$ cat src/rtl/vga_timing_gen_if.sv
// Pixel request bus between the raster generator and an upstream pixel source.
// The generator asks for (px_x, px_y) with request; the source answers on color.
interface vga_timing_gen_if #(
    parameter int COLOR_W = 8,
    parameter int CNT_W   = 10
);
    logic               request;
    logic [CNT_W-1:0]   px_x;
    logic [CNT_W-1:0]   px_y;
    logic [COLOR_W-1:0] color;

    modport master (output request, px_x, px_y, input color);
    modport slave  (input request, px_x, px_y, output color);
endinterface

$ cat src/rtl/vga_timing_gen.sv
// Parametrised VGA raster generator: pixel-rate tick, h/v counters, pixel requests,
// test patterns and registered rgb/sync/data-enable outputs.
//
// state   | meaning
// ST_IDLE | en low or just out of reset; counters parked at tick 0 of (0,0)
// ST_RUN  | raster advancing one tick per clk
module vga_timing_gen #(
    parameter int H_ACTIVE        = 640,
    parameter int H_FP            = 16,
    parameter int H_SYNC          = 96,
    parameter int H_BP            = 48,
    parameter int V_ACTIVE        = 480,
    parameter int V_FP            = 10,
    parameter int V_SYNC          = 2,
    parameter int V_BP            = 33,
    parameter int CLK_DIV         = 4,
    parameter int SYNC_ACTIVE_LOW = 1,
    parameter int COLOR_W         = 8,
    parameter int CNT_W           = 10,
    parameter int CHK_BIT         = 5
) (
    input  logic               clk,
    input  logic               rst,
    input  logic               en,
    input  logic [1:0]         mode,
    vga_timing_gen_if.master   pix,
    output logic [COLOR_W-1:0] rgb,
    output logic               h_sync,
    output logic               v_sync,
    output logic               active,
    output logic               line_start,
    output logic               frame_start
);
    localparam int H_TOTAL = H_ACTIVE + H_FP + H_SYNC + H_BP;
    localparam int V_TOTAL = V_ACTIVE + V_FP + V_SYNC + V_BP;
    localparam int TICK_W  = (CLK_DIV > 1) ? $clog2(CLK_DIV) : 1;

    localparam logic [TICK_W-1:0] TICK_LAST  = TICK_W'(CLK_DIV - 1);
    localparam logic [CNT_W-1:0]  H_LAST     = CNT_W'(H_TOTAL - 1);
    localparam logic [CNT_W-1:0]  V_LAST     = CNT_W'(V_TOTAL - 1);
    localparam logic [CNT_W-1:0]  H_ACT      = CNT_W'(H_ACTIVE);
    localparam logic [CNT_W-1:0]  V_ACT      = CNT_W'(V_ACTIVE);
    localparam logic [CNT_W-1:0]  H_SYNC_ON  = CNT_W'(H_ACTIVE + H_FP);
    localparam logic [CNT_W-1:0]  H_SYNC_OFF = CNT_W'(H_ACTIVE + H_FP + H_SYNC);
    localparam logic [CNT_W-1:0]  V_SYNC_ON  = CNT_W'(V_ACTIVE + V_FP);
    localparam logic [CNT_W-1:0]  V_SYNC_OFF = CNT_W'(V_ACTIVE + V_FP + V_SYNC);
    localparam logic              SYNC_IDLE  = (SYNC_ACTIVE_LOW != 0);

    typedef enum logic {ST_IDLE, ST_RUN} state_t;

    state_t             state;
    logic [TICK_W-1:0]  tick, tick_n;
    logic [CNT_W-1:0]   hc, hc_n;
    logic [CNT_W-1:0]   vc, vc_n;
    logic [1:0]         mode_q;
    logic               line_n, frame_n, req_n;
    logic               in_act, hs_on, vs_on;
    logic [CNT_W+2:0]   hx8;
    logic [2:0]         bar_idx;
    logic [COLOR_W-1:0] bar_rgb;
    logic [COLOR_W-1:0] pix_rgb;

    always_comb begin
        tick_n = tick;
        hc_n   = hc;
        vc_n   = vc;
        if (!en || state == ST_IDLE) begin
            tick_n = '0;
            hc_n   = '0;
            vc_n   = '0;
        end else if (tick != TICK_LAST) begin
            tick_n = tick + 1'b1;
        end else begin
            tick_n = '0;
            if (hc == H_LAST) begin
                hc_n = '0;
                vc_n = (vc == V_LAST) ? '0 : vc + 1'b1;
            end else begin
                hc_n = hc + 1'b1;
            end
        end
    end

    // Pulses and requests are registered from the next position so they line up with it.
    always_comb begin
        line_n  = en && (tick_n == '0) && (hc_n == '0);
        frame_n = line_n && (vc_n == '0);
        req_n   = en && (tick_n == '0) && (hc_n < H_ACT) && (vc_n < V_ACT)
                  && ((frame_n ? mode : mode_q) == 2'd0);
    end

    assign in_act = (hc < H_ACT) && (vc < V_ACT);
    assign hs_on  = (hc >= H_SYNC_ON) && (hc < H_SYNC_OFF);
    assign vs_on  = (vc >= V_SYNC_ON) && (vc < V_SYNC_OFF);
    assign hx8    = {hc, 3'b000};

    // Bar index floor(hc*8/H_ACTIVE) as a count of crossed thresholds, no divider needed.
    always_comb begin
        bar_idx = '0;
        for (int k = 1; k < 8; k++) begin
            if (hx8 >= (CNT_W+3)'(k * H_ACTIVE)) bar_idx = bar_idx + 3'd1;
        end
    end

    for (genvar b = 0; b < COLOR_W; b++) begin : g_bar
        assign bar_rgb[b] = bar_idx[b % 3];
    end

    always_comb begin
        pix_rgb = '0;
        if (in_act) begin
            case (mode_q)
                2'd0:    pix_rgb = pix.color;
                2'd1:    pix_rgb = '1;
                2'd2:    pix_rgb = {COLOR_W{hc[CHK_BIT] ^ vc[CHK_BIT]}};
                default: pix_rgb = bar_rgb;
            endcase
        end
    end

    always_ff @(posedge clk or posedge rst) begin
        if (rst) begin
            state       <= ST_IDLE;
            tick        <= '0;
            hc          <= '0;
            vc          <= '0;
            mode_q      <= 2'd0;
            pix.request <= 1'b0;
            pix.px_x    <= '0;
            pix.px_y    <= '0;
            line_start  <= 1'b0;
            frame_start <= 1'b0;
            rgb         <= '0;
            active      <= 1'b0;
            h_sync      <= SYNC_IDLE;
            v_sync      <= SYNC_IDLE;
        end else begin
            state       <= en ? ST_RUN : ST_IDLE;
            tick        <= tick_n;
            hc          <= hc_n;
            vc          <= vc_n;
            line_start  <= line_n;
            frame_start <= frame_n;
            pix.request <= req_n;
            if (frame_n) mode_q <= mode;
            if (req_n) begin
                pix.px_x <= hc_n;
                pix.px_y <= vc_n;
            end
            if (!en) begin
                rgb    <= '0;
                active <= 1'b0;
                h_sync <= SYNC_IDLE;
                v_sync <= SYNC_IDLE;
            end else if (state == ST_RUN && tick == TICK_LAST) begin
                rgb    <= pix_rgb;
                active <= in_act;
                h_sync <= hs_on ? ~SYNC_IDLE : SYNC_IDLE;
                v_sync <= vs_on ? ~SYNC_IDLE : SYNC_IDLE;
            end
        end
    end
endmodule

$ cat src/flat_wrapper.sv
// flat-port wrapper written by rule: the top's interface ports become plain ports
module vga_timing_gen_flat 
#(
    parameter int H_ACTIVE        = 640,
    parameter int H_FP            = 16,
    parameter int H_SYNC          = 96,
    parameter int H_BP            = 48,
    parameter int V_ACTIVE        = 480,
    parameter int V_FP            = 10,
    parameter int V_SYNC          = 2,
    parameter int V_BP            = 33,
    parameter int CLK_DIV         = 4,
    parameter int SYNC_ACTIVE_LOW = 1,
    parameter int COLOR_W         = 8,
    parameter int CNT_W           = 10,
    parameter int CHK_BIT         = 5
)
  (clk, rst, en, mode, rgb, h_sync, v_sync, active, line_start, frame_start, pix_request, pix_px_x, pix_px_y, pix_color);
  vga_timing_gen_if #(.COLOR_W(COLOR_W), .CNT_W(CNT_W)) pix_i ();
  input  logic clk;
  input  logic rst;
  input  logic en;
  input  logic [1:0] mode;
  output logic [COLOR_W-1:0] rgb;
  output logic h_sync;
  output logic v_sync;
  output logic active;
  output logic line_start;
  output logic frame_start;
  output wire logic [$bits(pix_i.request)-1:0] pix_request;
  output wire logic [$bits(pix_i.px_x)-1:0] pix_px_x;
  output wire logic [$bits(pix_i.px_y)-1:0] pix_px_y;
  input wire logic [$bits(pix_i.color)-1:0] pix_color;
  assign pix_request = pix_i.request;
  assign pix_px_x = pix_i.px_x;
  assign pix_px_y = pix_i.px_y;
  assign pix_i.color = pix_color;
  vga_timing_gen #(.H_ACTIVE(H_ACTIVE), .H_FP(H_FP), .H_SYNC(H_SYNC), .H_BP(H_BP), .V_ACTIVE(V_ACTIVE), .V_FP(V_FP), .V_SYNC(V_SYNC), .V_BP(V_BP), .CLK_DIV(CLK_DIV), .SYNC_ACTIVE_LOW(SYNC_ACTIVE_LOW), .COLOR_W(COLOR_W), .CNT_W(CNT_W), .CHK_BIT(CHK_BIT)) u_core (.clk(clk), .rst(rst), .en(en), .mode(mode), .pix(pix_i), .rgb(rgb), .h_sync(h_sync), .v_sync(v_sync), .active(active), .line_start(line_start), .frame_start(frame_start));
endmodule
$ cat config.mk
export PLATFORM = sky130hd
export DESIGN_NAME = vga_timing_gen_flat
export DESIGN_NICKNAME = d
export VERILOG_FILES = /design/src/rtl/vga_timing_gen_if.sv /design/src/rtl/vga_timing_gen.sv /design/src/flat_wrapper.sv
export SDC_FILE = /design/constraint.sdc
export NUM_CORES = 1
export LEC_CHECK = 0
export BUFFER_PORTS_ARGS = -buffer_cell sky130_fd_sc_hd__buf_2
export CAP_MARGIN = 20
export CORE_MARGIN = 2
export CORE_UTILIZATION = 25
export DETAILED_ROUTE_END_ITERATION = 6
export MAX_ROUTING_LAYER = met4
export PLACE_DENSITY_LB_ADDON = 0.08
export SYNTH_ARGS = -nofsm -noshare
export SYNTH_HDL_FRONTEND = slang
export SYNTH_SLANG_ARGS = --single-unit
$ cat constraint.sdc
create_clock -name clk -period 11.5 [get_ports clk]
set_input_delay 1.15 -clock clk [delete_from_list [all_inputs] [get_ports clk]]
set_output_delay 1.15 -clock clk [all_outputs]
set_load 0.03 [all_outputs]
==> results of run 1 <==
## flip-flops by register name (all words and copies together), names as in the netlist
name                cells
u_core.hc              10
u_core.pix.px_x        10
u_core.pix.px_y        10
u_core.vc              10
u_core.rgb              8
u_core.mode_q           2
u_core.tick             2
u_core.active           1
u_core.frame_start      1
u_core.h_sync           1
u_core.line_start       1
u_core.pix.request      1
u_core.state            1
u_core.v_sync           1
## worst min-delay path, cell delays in order (launching register included)
cell,delay [ns]
dfrtp_1,0.33
nand2_1,0.04
o21ai_0,0.06
## cell usage in the layout (no fill, tap or decap), types with 6 or more instances in the layout
cell type / instances
nor2_1: 31
or3_1: 7
nand3_1: 9
ha_1: 11
mux2_4: 19
dfrtp_1: 57
buf_2: 46
clkbuf_16: 9
inv_1: 14
a21oi_1: 10
nor2b_1: 6
o21ai_0: 29
xor2_1: 10
nand2_1: 34
xnor2_1: 11
nor3_1: 10
## area by class of cell
class / count / area, um2 / area share
clock buffers: 11 / 233 / 0.0575
clock inverters: 5 / 77.6 / 0.0192
inverters: 15 / 56.3 / 0.0139
multi-input cells: 250 / 1740 / 0.431
flip-flops and latches: 59 / 1480 / 0.365
well taps: 176 / 220 / 0.0544
repair buffers: 47 / 238 / 0.0587
## layer usage
| layer | up-vias | track usage | part of all wire |
|---|---|---|---|
| li1 | 1273 | - | - |
| met1 | 1272 | 0.175 | 0.50 |
| met2 | 56 | 0.193 | 0.44 |
| met5 | - | - | 0 |
| met4 | 0 | 0.0501 | 0.016 |
| met3 | 8 | 0.0406 | 0.046 |
## power groups by stage
stage | sequential (mW) | clock, mW | combinational [mW]
after floorplan | 0.217 | 0 | 0.0176
after global placement | 0.216 | 0 | 0.0279
after CTS | 0.212 | 0.296 | 0.0278
after detailed placement | 0.216 | 0 | 0.0279
final | 0.212 | 0.285 | 0.0268
after global routing | 0.213 | 0.305 | 0.0304
## worst min-delay path by stage
stage / startpoint / slack [ns] / end / cells after the start
6_report: u_core.rgb[0] / 0.47 / u_core.rgb[0] / 2
5_1_grt: u_core.tick[0] / 0.50 / u_core.tick[0] / 1
4_1_cts: u_core.tick[0] / 0.48 / u_core.tick[0] / 1
3_5_place_dp: u_core.rgb[0] / 0.47 / u_core.rgb[0] / 2
3_3_place_gp: u_core.rgb[0] / 0.46 / u_core.rgb[0] / 2
2_1_floorplan: u_core.tick[0] / 0.44 / u_core.tick[0] / 1
## cell families after synthesis
| group | Yosys count | synth area share |
|---|---|---|
| AO/OA/AOI/OAI | 58 | 0.103 |
| XOR/XNOR | 21 | 0.0543 |
| adder cells (fa/ha/maj) | 11 | 0.0406 |
| buffers and inverters | 33 | 0.0491 |
| flip-flops | 59 | 0.436 |
| multiplexers | 27 | 0.109 |
| AND/OR/NAND/NOR | 133 | 0.207 |
## metrics by stage
stage          worst slack (ns)  hold slack [ns]
2_1_floorplan              7.83            0.439
3_3_place_gp               7.13            0.458
3_5_place_dp               7.12            0.468
4_1_cts                    7.13            0.478
5_1_grt                    6.83            0.503
6_report                   7.23            0.470
==> results by group, run 1 <==
Clock network
  • Post-CTS Setup Bufs: 0
  • Cts bufs inserted: 9
  • # hold bufs at CTS: 0
  • TritonCTS clock tree: yes
  • Clock sink count: 59
  • H-tree levels: 3
  • Worst skew pair latency: 0.34 ns
  • CTS Root Cell: clkbuf_16
  • Max Buffers Root-to-Sink: 2
  • Clock Pin Slew Worst Setup and Hold Paths: 0.05 ns
  • Post_cts resized: 0

Synth
  • Yosys warns: 0
  • Main flop type after synthesis: dfrtp_1
  • Mean Syn Cell Area: 9.91 um2
  • Post-synth top area share: 0.421
  • Synthesized area: 3390 um2
  • Distinct cells, synth: 53
  • Number of flops mapped to enable cells by yosys: 0
  • Most frequent cell after synthesis: dfrtp_1
  • Sequential share of the synthesized area: 0.436
  • Yosys reg bits: 59
  • Top cells by area, synth: dfrtp_1 42%, mux2_4 8.4%, o21ai_0 4.3%
  • Synth area leader: dfrtp_1
  • Cells after Synth: 342
  • Ys async rst share: 1.00
  • Net count after synthesis: 366
  • Post-synth top cells: 57 x dfrtp_1, 34 x nand2_1, 31 x nor2_1

Worst setup path
  • Crit path DAT: 4.49 ns
  • WS Path Type: register to register
  • Largest delay contributor family on the critical path: simple AND/OR/NAND/NOR gates
  • Largest stage delay on the critical path: 0.69 ns
  • Stages on worst setup path: 9
  • Max FO, Critical Path: 21
  • R2R depth: 9
  • FF-to-FF End: u_core.pix.px_x[1]
  • R2R Setup Slk: 7.23 ns
  • Reg2reg start: u_core.tick[0]
  • WP buf/inv: 1
  • Worst-path cell chain: ha_1 > nand4_2 > or3_1 > nand2_4 > inv_1 > a2111oi_1 > nand4b_1 > mux2_4 > mux2_2
  • Crit-path slowest cell: or3_1
  • Kind of start point of the critical path: register
  • Setup crit end: u_core.pix.px_x[1]
  • Worst Path Required: 11.72 ns
  • Crit. End Element: register
  • Crit. Startpoint: u_core.tick[0]

Place
  • Hpwl dp: 5860 um
  • Placer Congestion: 0.738
  • Number of I/O port buffers: 46
  • Dpl cell area: 3740 um2
  • Inst Count DP: 547

Drt
  • Wirelength, routed: 8470 um
  • Vias per inst: 4.63
  • Drc violations: 0
  • 1st-iter DRT viols: 100
  • Routed vias: 2,609
  • WL/cell: 15.1 um
  • 1st-pass router iterations: 4
  • Final ANT Viol Nets: 0

STA
  • RSZ-0062 raised after global routing: false
  • Crit path time final: 4.27 ns
  • Setup_tns: 0 ns
  • Max Slew Vio Count: 0
  • Clock skew: 0.00643 ns
  • Final hold violations: 0
  • FMAX: 234 MHz
  • Final Setup Violations: 0
  • Headroom to the max-slew limit: 0.477
  • Worst slew pin tran: 0.785 ns
  • Tcrit/Tclk final: 0.371

Floorplan
  • # IOs: 47
  • DIE HEIGHT: 120 um
  • Die width: 120 um
  • Row count: 42
  • Core Box Area: 13,200 um2
  • Initial Util: 0.256
  • Die area: 14,500 um2

Global route
  • Vias in the first global route: 2,677
  • Pin count of the biggest net entering global routing: 60
  • GRT Overall Usage: 0.133
  • Total gr overflow: 0
  • First-pass GRT wire length: 14,300 um
  • Initial antenna violation count: 0

Finish
  • # fillers: 1,431
  • P&R area growth vs syn: 19.4%
  • Share of layout cells above drive strength 1: 0.251
  • Cell Count, Final, Fillers Out: 563
  • Layout Nets: 406
  • Final Core Density: 0.306
  • Final instance area: 4050 um2
  • Antenna cells: 0

Pwr
  • P_leak: 1.93 nW
  • Net Switching: 0.117 mW
  • Maximum VDD drop: 0.0000897 V
  • Sw Ratio: 0.223
  • PD cells: 130 nW/um2
  • Clock network fraction of total power: 0.544
  • Comb power frac: 0.051
  • Tot Pwr: 0.524 mW
  • Cell-internal power: 0.408 mW
  • Part of the power in registers: 0.405

Job
  • Max Cap Viol: 0

Status
  • Status: finished clean

Min path
  • Worst min-delay path class: register to register
Note: power is estimated with default switching activity, not from simulation.
==> run 2, diff against run 1 <==
==> constraint.sdc (replaced) <==
create_clock -name clk -period 3.8 [get_ports clk]
set_input_delay 0.38 -clock clk [delete_from_list [all_inputs] [get_ports clk]]
set_output_delay 0.38 -clock clk [all_outputs]
set_load 0.03 [all_outputs]
==> run 2 against run 1 <==
  * Clock-buffer cell count stayed put
  * Utilization is 1.9 points higher
  * Global-route usage is 0.12 points lower
  * Sequential share of layout area is 2.2 points lower
  * Sequential power grew to 3.0 times the previous value
  * Fmax is 20% higher
  * Largest power group unchanged
==> results by group, run 2 (synthesis results as in run 1) <==
STA
  • Setup_tns: 0 ns (unchanged)
  • Tcrit/Tclk final: 0.939 (+0.568)
  • Crit path setup slack, layout: 0.234 ns (-7.00 ns)
  • Final Setup Violations: 0 (unchanged)
  • Headroom to the max-slew limit: 0.476 (-0.000952)
  • Worst slew pin tran: 0.785 ns (+0.000284 ns)
  • Clock skew: 0.00666 ns (+0.000234 ns)
  • Crit path time final: 3.57 ns (-0.700 ns)
  • Max Slew Vio Count: 0 (unchanged)
  • Final hold violations: 0 (unchanged)
  • FMAX: 280 MHz (+20%)

Pwr
  • Clock network fraction of total power: 0.568 (+0.024)
  • P_leak: 2.07 nW (+7.0%)
  • Sw Ratio: 0.211 (-0.0114)
  • Cell-internal power: 1.34 mW (+230%)
  • Part of the power in registers: 0.379 (-0.026)
  • Maximum VDD drop: 0.000207 V (+130%)
  • Tot Pwr: 1.70 mW (+220%)
  • Comb power frac: 0.053 (+0.002)
  • Net Switching: 0.358 mW (+210%)
  • PD cells: 395 nW/um2 (+200%)

Floorplan
  • Core Box Area: 13,200 um2 (unchanged)
  • Die width: 120 um (unchanged)
  • # IOs: 47 (unchanged)
  • Row count: 42 (unchanged)
  • Die area: 14,500 um2 (unchanged)
  • Initial Util: 0.256 (unchanged)
  • DIE HEIGHT: 120 um (unchanged)

Finish
  • Cell Count, Final, Fillers Out: 585 (+3.9%)
  • Commonest non-fill, non-tap cell in the layout: dfrtp_1
  • Final instance area: 4300 um2 (+6.3%)
  • P&R area growth vs syn: 26.9%
  • Share of layout cells above drive strength 1: 0.308 (+0.0574)
  • Layout Nets: 429 (+5.7%)
  • Most frequent cells in the layout: 57 x dfrtp_1, 46 x buf_2, 34 x nand2_1
  • Antenna cells: 0 (unchanged)

Global route
  • First-pass GRT wire length: 14,200 um (-0.87%)
  • Total gr overflow: 0 (unchanged)
  • GRT Overall Usage: 0.132 (-0.00123)
  • Top Usage Layer GRT: met2
  • Met1 Resource Use GR: 0.178 (+0.00319)
  • Global Route met3 Usage: 0.0307 (-0.00991)
  • Initial antenna violation count: 0 (unchanged)
  • Vias in the first global route: 2,680 (+0.11%)
  • Pin count of the biggest net entering global routing: 36 (-40%)
  • Met2 GRT Util: 0.192 (-0.000706)

Worst setup path
  • WP buf/inv: 2 (+1)
  • Worst-path cell chain: buf_4 > nand4_1 > nand2_1 > xor2_2 > ha_1 > o21ai_0 > o31ai_1 > ha_1 > mux2i_1 > inv_1 > ha_1 > nand2_1 > o21ai_0 > ha_1 > mux2_2 > o21ai_2 > o21ai_0
  • Worst Path Required: 4.01 ns (-7.71 ns)
  • Largest delay contributor family on the critical path: adder cells
  • Max FO, Critical Path: 7 (-67%)
  • Crit. End Element: register
  • Stages on worst setup path: 17 (+8)
  • R2R depth: 17 (+8)
  • WS Path Type: register to register
  • Crit path DAT: 3.77 ns (-0.72 ns)
  • Largest stage delay on the critical path: 0.45 ns (-0.24 ns)
  • Crit-path slowest cell: dfrtp_1
  • Kind of start point of the critical path: register
  • Most frequent cell on the critical path: ha_1

Clock network
  • Clock Pin Slew Worst Setup and Hold Paths: 0.06 ns (about the same)
  • CTS Root Cell: clkbuf_16
  • Clock sink count: 59 (unchanged)
  • Worst skew pair latency: 0.33 ns (about the same)
  • H-tree levels: 3 (unchanged)
  • TritonCTS clock tree: yes
  • Max Buffers Root-to-Sink: 2 (unchanged)
  • # hold bufs at CTS: 0 (unchanged)
  • Cts bufs inserted: 9 (unchanged)

Drt
  • 1st-iter DRT viols: 188 (+88%)
  • Wirelength, routed: 9070 um (+7.0%)
  • Vias per inst: 4.59 (-0.92%)
  • Final ANT Viol Nets: 0 (unchanged)
  • Routed vias: 2,686 (+3.0%)
  • Drc violations: 0 (unchanged)
  • 1st-pass router iterations: 4 (unchanged)
  • WL/cell: 15.5 um (+3.0%)

Min path
  • Worst min-delay path class: input port to async pin

Status
  • Status: finished clean

Place
  • Inst Count DP: 569 (+4.0%)
  • Hpwl dp: 6230 um (+6.5%)
  • Number of I/O port buffers: 46 (unchanged)
  • Dpl cell area: 3900 um2 (+4.4%)
  • Placer Congestion: 0.755 (+2.3%)
  • Pre-CTS setup slack: -0.0557 ns (-7.17 ns)

Job
  • Max Cap Viol: 0 (unchanged)
[run 2: final cells by class]
class                   count  area (um2)
clock inverters             4        97.6
multi-input cells         251        1790
repair buffers             69         403
flip-flops and latches     59        1480
well taps                 176         220
clock buffers              11         253
fillers                  1412        8940
inverters                  15        56.3
[run 2: path summary, 6_finish.rpt]
kind,slack (ns),end,start
worst max register to register,0.23,u_core.rgb[4],u_core.hc[6]
min in group clk,0.27,u_core.state,en
worst max-delay path,0.23,u_core.rgb[4],u_core.hc[6]
worst min register to register,0.46,u_core.tick[0],u_core.tick[0]
max in group asynchronous,2.77,u_core.hc[4],rst
worst min-delay path,0.20,u_core.pix.px_y[6],rst
[run 2: worst reg2reg max path: cells and delay by family (launching register included)]
kind                     cells  cell delay [ns]
XOR/XNOR                     1             0.19
flip-flops                   1             0.45
AND/OR/NAND/NOR              3             0.51
multiplexers                 2             0.42
adder cells (fa/ha/maj)      4             1.06
AO/OA/AOI/OAI                5             0.56
buffers and inverters        2             0.25
[run 2: routing by layer]
metal,part of all wire,vias to the layer above
met2,0.43,55
li1,-,1317
met1,0.51,1307
met5,0,-
met3,0.044,7
met4,0.011,0
[run 2: power by group through the flow]
stage	logic [mW]	registers [mW]	clock network (mW)
global placement	0.0879	0.653	0
global route	0.101	0.643	1.02
finish	0.0900	0.643	0.965
CTS	0.0878	0.642	0.994
floorplan	0.0533	0.658	0
detailed placement	0.0874	0.653	0
[run 2: per-stage QoR]
stage	utilization	hold WS, ns
6_report	0.325	0.198
5_1_grt	0.325	0.265
4_1_cts	0.321	0.224
3_5_place_dp	0.295	0.458
3_3_place_gp	0.295	0.458
2_1_floorplan	-	0.411
[run 2: what timing repair did]
action,4_1_cts,5_1_grt
cloned,0,1
setup endpoints to repair,3,11
setup buffers,0,0
pin swaps,0,2
gates resized for setup,1,10
==> run 3, diff against run 2 <==
==> constraint.sdc (replaced) <==
create_clock -name clk -period 3.24 [get_ports clk]
set_input_delay 0.324 -clock clk [delete_from_list [all_inputs] [get_ports clk]]
set_output_delay 0.324 -clock clk [all_outputs]
set_load 0.03 [all_outputs]
==> run 3 against run 2 <==
  * The flow now finishes with violations (negative setup slack)
  * Fmax rose by 5.1%
  * Sequential cell count unchanged
  * Clock power is 2.5% higher
  * Final area increased by 16%
  * Routed wire length rose by 7.9%
  * Critical path type unchanged
  * Critical endpoint unchanged
==> results by group, run 3 (synthesis results as in run 1) <==
Status
  • Status: finished, violations left
  • Failing checks: negative setup slack

Floorplan
  • Die area: 14,500 um2 (unchanged)
  • Initial Util: 0.256 (unchanged)
  • # IOs: 47 (unchanged)
  • DIE HEIGHT: 120 um (unchanged)
  • Die width: 120 um (unchanged)
  • Row count: 42 (unchanged)
  • Core Box Area: 13,200 um2 (unchanged)

STA
  • Max Slew Vio Count: 0 (unchanged)
  • Crit path time final: 3.39 ns (-0.172 ns)
  • Worst slew pin tran: 0.787 ns (+0.00202 ns)
  • RSZ-0062 raised after global routing: true
  • Headroom to the max-slew limit: 0.475 (-0.000586)
  • Clock skew: 0.00937 ns (+0.00271 ns)
  • Final Setup Violations: 5 (+5)
  • Final hold violations: 0 (unchanged)
  • Crit path setup slack, layout: -0.154 ns (-0.388 ns)
  • Setup_tns: -0.696 ns (-0.696 ns)
  • FMAX: 295 MHz (+5.1%)
  • Tcrit/Tclk final: 1.05 (+0.109)

Global route
  • Initial antenna violation count: 0 (unchanged)
  • First-pass GRT wire length: 15,600 um (+9.9%)
  • Vias in the first global route: 2,968 (+11%)
  • Total gr overflow: 0 (unchanged)
  • GRT Overall Usage: 0.145 (+0.0137)
  • Pin count of the biggest net entering global routing: 60 (+67%)

Finish
  • P&R area growth vs syn: 47.1%
  • Commonest non-fill, non-tap cell in the layout: buf_4
  • Share of layout cells above drive strength 1: 0.462 (+0.154)
  • Antenna cells: 0 (unchanged)
  • Final instance area: 4980 um2 (+16%)
  • Layout Nets: 497 (+16%)
  • Most frequent cells in the layout: 85 x buf_4, 55 x dfrtp_1, 46 x buf_2
  • Cell Count, Final, Fillers Out: 654 (+12%)

Pwr
  • P_leak: 2.46 nW (+19%)
  • Comb power frac: 0.069 (+0.016)
  • Net Switching: 0.421 mW (+17%)
  • Part of the power in registers: 0.403 (+0.024)
  • Sw Ratio: 0.225 (+0.0137)
  • PD cells: 375 nW/um2 (-4.9%)
  • Cell-internal power: 1.45 mW (+8.3%)
  • Clock network fraction of total power: 0.529 (-0.039)
  • Maximum VDD drop: 0.000217 V (+4.5%)

Drt
  • Routed vias: 2,929 (+9.0%)
  • Top layer used by detailed routing: met4
  • Metal-1 WL: 4760 um (+2.6%)
  • 1st-pass router iterations: 4 (unchanged)
  • Routed wl met3: 312 um (-23%)
  • Vias per inst: 4.48 (-2.5%)
  • Met2 wire len: 4540 um (+16%)
  • Drc violations: 0 (unchanged)
  • Final ANT Viol Nets: 0 (unchanged)
  • Wirelength, routed: 9790 um (+7.9%)
  • 1st-iter DRT viols: 165 (-12%)
  • WL/cell: 15.0 um (-3.4%)

Worst setup path
  • Worst Path Required: 3.45 ns (-0.56 ns)
  • Crit. End Element: register
  • Max FO, Critical Path: 4 (-3)
  • Kind of start point of the critical path: register
  • Crit path DAT: 3.61 ns (-0.16 ns)
  • WS Path Type: register to register

Min path
  • Worst min-delay path class: input port to async pin

Clock network
  • TritonCTS clock tree: yes
  • Clock Pin Slew Worst Setup and Hold Paths: 0.05 ns (about the same)
  • # hold bufs at CTS: 0 (unchanged)
  • CTS Root Cell: clkbuf_16
  • Clock sink count: 59 (unchanged)
  • Cts bufs inserted: 9 (unchanged)
  • Worst skew pair latency: 0.34 ns (about the same)
  • Max Buffers Root-to-Sink: 2 (unchanged)
  • H-tree levels: 3 (unchanged)

Place
  • Dpl cell area: 4270 um2 (+9.5%)
  • Hpwl dp: 6570 um (+5.3%)
  • Placer Congestion: 0.755 (about the same)
  • Inst Count DP: 613 (+7.7%)
  • Number of I/O port buffers: 46 (unchanged)

Job
  • Max Cap Viol: 0 (unchanged)
## run 3: per-stage QoR
| step | setup slack [ns] | hold slack, ns | power (mW) | util |
|---|---|---|---|---|
| floorplan | -0.113 | 0.355 | 0.835 | - |
| global placement | -0.318 | 0.458 | 0.874 | 0.323 |
| detailed placement | -0.356 | 0.471 | 0.874 | 0.323 |
| CTS | -0.188 | 0.207 | 1.91 | 0.366 |
| global route | -0.363 | 0.218 | 1.96 | 0.376 |
| finish | -0.154 | 0.205 | 1.87 | 0.376 |
## run 3: path summary, 6_finish.rpt
kind / end / slack, ns / depth (start not counted) / start
setup / recovery: u_core.rgb[4] / -0.15 / 18 / u_core.hc[5]
hold / removal: u_core.pix.px_y[2] / 0.20 / 3 / rst
setup reg to reg: u_core.rgb[4] / -0.15 / 18 / u_core.hc[5]
hold reg to reg: u_core.rgb[0] / 0.47 / 2 / u_core.rgb[0]
max in group asynchronous: u_core.hc[4] / 2.46 / 3 / rst
min in group clk: u_core.state / 0.22 / 1 / en
## run 3: final cells by class
cell class	count	area, um2
clock buffer	12	267
clock inverter	4	47.5
tap	176	220
timing repair buffer	135	913
multi-input combinational	253	2000
inverter	15	56.3
fill	1371	8260
sequential	59	1480
## run 3: critical path: stages, from the launching register on
cell and delay (ns):
dfrtp_2 0.43, o21ai_2 0.14, nand3_2 0.12, ha_4 0.18, and3b_1 0.22, nor2_1 0.06, ha_1 0.28, o21ai_2 0.06
o31ai_2 0.09, ha_1 0.27, mux2i_1 0.18, inv_1 0.07, ha_1 0.27, nand2_1 0.05, o21ai_2 0.10, ha_4 0.22
mux2_4 0.28, o21ai_4 0.16, o21ai_1 0.08
## run 3: what timing repair did
action                                  CTS  global route
endpoints found under the setup margin   24            26
pin swaps                                15            11
cloned                                    2             1
setup buffers                            13            10
resized for setup                        37            13
## run 3: power groups by stage
stage / Combinational, mW / Clock, mW / Sequential (mW)
2_1_floorplan: 0.0630 / 0 / 0.772
3_3_place_gp: 0.108 / 0 / 0.766
3_5_place_dp: 0.108 / 0 / 0.766
4_1_cts: 0.126 / 1.03 / 0.753
5_1_grt: 0.142 / 1.06 / 0.754
6_report: 0.128 / 0.989 / 0.754
## run 3: layer usage
metal  vias to the layer above  GRT usage
met1                      1399      0.193
li1                       1464          -
met2                        56      0.211
met4                         0     0.0741
met5                         -          -
met3                        10     0.0283
